$ cat config.mk
export PLATFORM = sky130hd
export DESIGN_NAME = sprite_frame_mover
export DESIGN_NICKNAME = d
export VERILOG_FILES = /design/src/rtl/sprite_frame_mover.sv
export SDC_FILE = /design/constraint.sdc
export NUM_CORES = 1
export LEC_CHECK = 0
export BUFFER_PORTS_ARGS = -buffer_cell sky130_fd_sc_hd__clkbuf_2
export CORE_ASPECT_RATIO = 0.9
export CORE_MARGIN = 2
export CORE_UTILIZATION = 50
export DETAILED_ROUTE_END_ITERATION = 12
export GPL_TIMING_DRIVEN = 0
export PLACE_DENSITY = 0.83
export REMOVE_ABC_BUFFERS = 1
export SLEW_MARGIN = 10
export SYNTH_ARGS = -nofsm -noshare
export SYNTH_HDL_FRONTEND = slang
export SYNTH_SLANG_ARGS = --single-unit
$ cat constraint.sdc
create_clock -name clock -period 2.6 [get_ports clock]
set_clock_uncertainty 0.05 [all_clocks]
set_input_delay 0.52 -clock clock [delete_from_list [all_inputs] [get_ports clock]]
set_output_delay 0.52 -clock clock [all_outputs]
set_load 0.03 [all_outputs]
$ cat src/rtl/sprite_frame_mover.sv
// Sprite frame mover: erases, steps and redraws a rectangular sprite
// once per FPS tick, driving the VGA adapter pixel-write port.
module sprite_frame_mover #(
  parameter int         SPRITE_W  = 4,
  parameter int         SPRITE_H  = 4,
  parameter int         SCREEN_W  = 160,
  parameter int         SCREEN_H  = 120,
  parameter int         X_INIT    = 0,
  parameter int         Y_INIT    = 0,
  parameter logic [2:0] FG_COLOUR = 3'b111,
  parameter logic [2:0] BG_COLOUR = 3'b000
) (
  input  logic        clock,
  input  logic        resetn,
  input  logic [24:0] frame_counter,
  input  logic        enable,
  output logic [7:0]  x,
  output logic [6:0]  y,
  output logic [2:0]  colour,
  output logic        plot,
  output logic        busy,
  output logic        frame_drop
);

  typedef enum logic [2:0] {
    INIT, IDLE, ERASE, UPDATE, DRAW
  } state_t;

  localparam logic [7:0] MAX_X   = 8'(SCREEN_W - SPRITE_W);
  localparam logic [6:0] MAX_Y   = 7'(SCREEN_H - SPRITE_H);
  localparam logic [3:0] OX_LAST = 4'(SPRITE_W - 1);
  localparam logic [3:0] OY_LAST = 4'(SPRITE_H - 1);

  state_t     state, state_n;
  logic [7:0] pos_x;
  logic [6:0] pos_y;
  logic       neg_x, neg_y;
  logic [3:0] ox, oy;
  logic       pending;
  logic       go;
  logic       last_px;

  assign go      = (frame_counter == '0) && enable;
  assign last_px = (ox == OX_LAST) && (oy == OY_LAST);

  // Next-state decode; also feeds the registered busy flag
  always_comb begin
    state_n = state;
    unique case (state)
      INIT:    state_n = DRAW;
      IDLE:    if (go || pending) state_n = ERASE;
      ERASE:   if (last_px) state_n = UPDATE;
      UPDATE:  state_n = DRAW;
      DRAW:    if (last_px) state_n = IDLE;
      default: state_n = INIT;
    endcase
  end

  // FSM, tick queueing, pixel walk, position update, registered outputs
  always_ff @(posedge clock or negedge resetn) begin
    if (!resetn) begin
      state      <= INIT;
      pos_x      <= 8'(X_INIT);
      pos_y      <= 7'(Y_INIT);
      neg_x      <= 1'b0;
      neg_y      <= 1'b0;
      ox         <= '0;
      oy         <= '0;
      pending    <= 1'b0;
      x          <= '0;
      y          <= '0;
      colour     <= '0;
      plot       <= 1'b0;
      busy       <= 1'b0;
      frame_drop <= 1'b0;
    end else begin
      state      <= state_n;
      busy       <= (state_n != IDLE);
      frame_drop <= 1'b0;
      plot       <= 1'b0;

      if (state == IDLE) begin
        pending <= 1'b0;
      end else if (go) begin
        pending <= 1'b1;
        if (pending) frame_drop <= 1'b1;
      end

      if (state == ERASE || state == DRAW) begin
        x      <= pos_x + {4'b0, ox};
        y      <= pos_y + {3'b0, oy};
        colour <= (state == ERASE) ? BG_COLOUR : FG_COLOUR;
        plot   <= 1'b1;
        if (ox == OX_LAST) begin
          ox <= '0;
          oy <= (oy == OY_LAST) ? 4'd0 : oy + 4'd1;
        end else begin
          ox <= ox + 4'd1;
        end
      end

      if (state == UPDATE) begin
        if (!neg_x && pos_x == MAX_X) begin
          neg_x <= 1'b1;
          pos_x <= MAX_X - 8'd1;
        end else if (neg_x && pos_x == '0) begin
          neg_x <= 1'b0;
          pos_x <= 8'd1;
        end else begin
          pos_x <= neg_x ? pos_x - 8'd1 : pos_x + 8'd1;
        end
        if (!neg_y && pos_y == MAX_Y) begin
          neg_y <= 1'b1;
          pos_y <= MAX_Y - 7'd1;
        end else if (neg_y && pos_y == '0) begin
          neg_y <= 1'b0;
          pos_y <= 7'd1;
        end else begin
          pos_y <= neg_y ? pos_y - 7'd1 : pos_y + 7'd1;
        end
      end
    end
  end

endmodule

==> impl_metrics.env <==
export IMPL_clkLatencyLatePin_ps=310
export IMPL_dp_slack_ps=157
export IMPL_path_class="flop to flop"
export IMPL_ir_drop_mv=0.229
export IMPL_pin_count=49
export IMPL_tns_ps=0
export IMPL_leakage_nw=1.63
export IMPL_cts_root_buf="clkbuf_8"
export IMPL_numPortBuffers=48
export IMPL_ant_nets=0
export IMPL_synth_edf_count=0
export IMPL_grt_overflow=0
export IMPL_clk_pin_slew_ps=100
export IMPL_antenna_found_initial=0
export IMPL_reg2reg_from="neg_x$_DFFE_PN0P_"
export IMPL_layoutNonFillerInstCount=430
export IMPL_die_h_um=77.8
export IMPL_die_x_um=86.0
export IMPL_core_area_mm2=0.00576
export IMPL_wl_per_cell_um=13.9
export IMPL_period_minus_slack_ps=2350
export IMPL_finalSetupViolCount=0
export IMPL_rrSetupSlack_ps=250
export IMPL_synth_distinct_cells=52
export IMPL_cp_max_fo=16
export IMPL_h_tree_depth=2
export IMPL_synth_seq_cells=48
export IMPL_drv_slew=0
export IMPL_max_freq_ghz=0.426
export IMPL_required_ps=2750
export IMPL_place_inst=422
export IMPL_drt_total_wl_mm=5.97
export IMPL_fin_crit_sh=0.903
export IMPL_drive_above_1_share=0.183
export IMPL_hold_class="input pin to async pin"
export IMPL_post_cts_setup_buffer_count=0
export IMPL_hold_viol_final=0
export IMPL_cts_tree="built"
export IMPL_grt_pass1_wl_mm=10.3
export IMPL_crit_path_end_kind="flop"
export IMPL_diodes=0
export IMPL_start_util=0.526
export IMPL_num_vias=2424
export IMPL_dpl_hpwl_mm=4.41
export IMPL_worst_pin_slew_ps=1040
export IMPL_syn_cell_area_mm2=0.00303
export IMPL_yosysWarnings=0
export IMPL_final_util=0.590
export IMPL_status="finished clean"
export IMPL_syn_to_final_growth_pct=12.2
export IMPL_rsz0062_at_grt="false"
export IMPL_setup_slack_ps=251
export IMPL_grt_pass1_vias=2322
export IMPL_avgSynthCellArea_um2=9.49
export IMPL_synthArstFlopShare=1.00
export IMPL_grt_max_degree=49
export IMPL_r2r_cells=6
export IMPL_r2r_end="pos_x[6]$_DFFE_PN0P_"
export IMPL_arrival_ps=2500
export IMPL_dr_first_iter_drc_count=155
export IMPL_p_per_area_mw_per_mm2=400
export IMPL_first_pass_iters=4
export IMPL_grtUsageTotal=0.190
export IMPL_ys_flop_type="dfrtp_1"
export IMPL_drc_errors=0
export IMPL_die_area_mm2=0.00670
export IMPL_rows=26
export IMPL_cts_max_path_buffers=2
export IMPL_drv_cap=0
export IMPL_start_kind="flop"
export IMPL_p_total_mw=1.36
export IMPL_nets=412
export IMPL_synth_cells=319
export IMPL_clock_sinks=48
export IMPL_globalplace_congestion=0.816
export IMPL_viasPerCell=5.64
export IMPL_cts_buffers=5
export IMPL_fillers=498
export IMPL_ys_seq_area_frac=0.397
export IMPL_slew_headroom=0.308
## cell usage after synthesis (4+ instances only)
cell	n	area [um^2]
dfrtp_1	48	1200
nand2_1	38	143
o21ai_0	30	150
ha_1	21	263
a21oi_1	18	90.1
xnor2_1	15	131
inv_1	14	52.6
nor2_1	12	45.0
a21o_1	7	52.6
nand3_1	7	35.0
nor2b_1	7	43.8
nor4_1	7	43.8
clkbuf_1	6	22.5
xor2_1	6	52.6
buf_2	5	25.0
nand4_1	5	31.3
nor3_1	5	25.0
a211oi_1	4	30.0
a22o_1	4	35.0
fa_1	4	80.1
nand2b_1	4	25.0
o21a_1	4	30.0
o21bai_1	4	30.0
## layer usage
layer | vias up | wire length [um] | global-route usage
li1 | 1223 | - | -
met1 | 1122 | 2660 | 0.242
met2 | 70 | 2920 | 0.330
met3 | 9 | 291 | 0.0266
met4 | 0 | 90 | 0.0587
met5 | - | 0 | 0
## cell families (layout without fill, tap and decap cells)
family / after synthesis / in the layout / synth area share
buffers and inverters: 29 / 70 / 0.0442
muxes: 5 / 5 / 0.0178
xor gates and xnor gates: 21 / 21 / 0.0607
and+or+nand+nor: 101 / 101 / 0.176
adders and majority gates: 25 / 25 / 0.113
DFF: 48 / 48 / 0.397
AOI/OAI and AO/OA: 90 / 90 / 0.191
## worst max-delay path by stage
stage | start | endpoint | slack, ps | cells past startpoint
floorplan | neg_x$_DFFE_PN0P_ | pos_x[6]$_DFFE_PN0P_ | 480 | 6
global placement | state[1]$_DFF_PN0_ | ox[2]$_DFFE_PN0N_ | 230 | 5
detailed placement | state[1]$_DFF_PN0_ | ox[2]$_DFFE_PN0N_ | 160 | 5
CTS | state[1]$_DFF_PN0_ | ox[2]$_DFFE_PN0N_ | 130 | 5
global route | neg_x$_DFFE_PN0P_ | pos_x[6]$_DFFE_PN0P_ | 170 | 6
finish | neg_x$_DFFE_PN0P_ | pos_x[6]$_DFFE_PN0P_ | 250 | 6
## layout by cell type, fill, tap and decap left out, drive strengths merged, types with 2 or more instances in the layout
master / Yosys / final
nor3: 5 / 5
o21ai: 31 / 31
or3: 3 / 3
o211ai: 3 / 3
dfrtp: 48 / 48
nand2b: 4 / 4
mux2: 3 / 3
inv: 14 / 14
a21o: 7 / 7
ha: 21 / 21
fa: 4 / 4
and3b: 2 / 2
o21a: 4 / 4
a21oi: 18 / 18
mux2i: 2 / 2
xnor2: 15 / 15
clkbuf: 6 / 53
nor2: 13 / 13
o22a: 2 / 2
a31oi: 3 / 3
nand2: 38 / 38
a22o: 4 / 4
nand4: 5 / 5
o21bai: 4 / 4
nand3: 7 / 7
a211oi: 4 / 4
nor4b: 2 / 2
xor2: 6 / 6
nor2b: 8 / 8
nor4: 8 / 8
a221o: 3 / 3
## state kept, by name, indices dropped and copies added, names as in the netlist
register and count:
ox 4, busy 1, y 7, oy 4, plot 1, x 8
state 3, pos_x 8, colour 1, pos_y 7, neg_y 1, frame_drop 1
neg_x 1, pending 1
## what timing repair did
action,in CTS,in global routing
hold buffers,0,0
gates resized for setup,0,1
endpoints found under the setup margin,0,1
hold endpoints to repair,0,0
## metrics by stage
stage	instance area (um^2)	hold slack, ps
6_report	3400	338
5_1_grt	3400	423
4_1_cts	3400	420
3_5_place_dp	3270	419
3_3_place_gp	3270	409
2_1_floorplan	2950	174
## final cells by class
| class | instances | area (um^2) | share of cell area |
|---|---|---|---|
| tap | 70 | 87.6 | 0.0258 |
| inverter | 14 | 52.6 | 0.0155 |
| multi-input combinational | 242 | 1700 | 0.499 |
| clock inverter | 2 | 38.8 | 0.0114 |
| clock buffer | 6 | 82.6 | 0.0243 |
| sequential | 48 | 1200 | 0.353 |
| timing repair buffer | 48 | 240 | 0.0707 |
## power by group
group	internal (mW)	switching, mW
Sequential	0.746	0.000167
Clock	0.315	0.263
Combinational	0.0159	0.0197
## worst max-delay path, stage by stage, from the launching register on
cell and delay, ps:
dfrtp_1 670, ha_1 380, nor2b_4 150, o31a_1 260, o21a_1 190, or3_1 300, a32o_1 240
No activity file was read; power rests on OpenSTA's default activity.
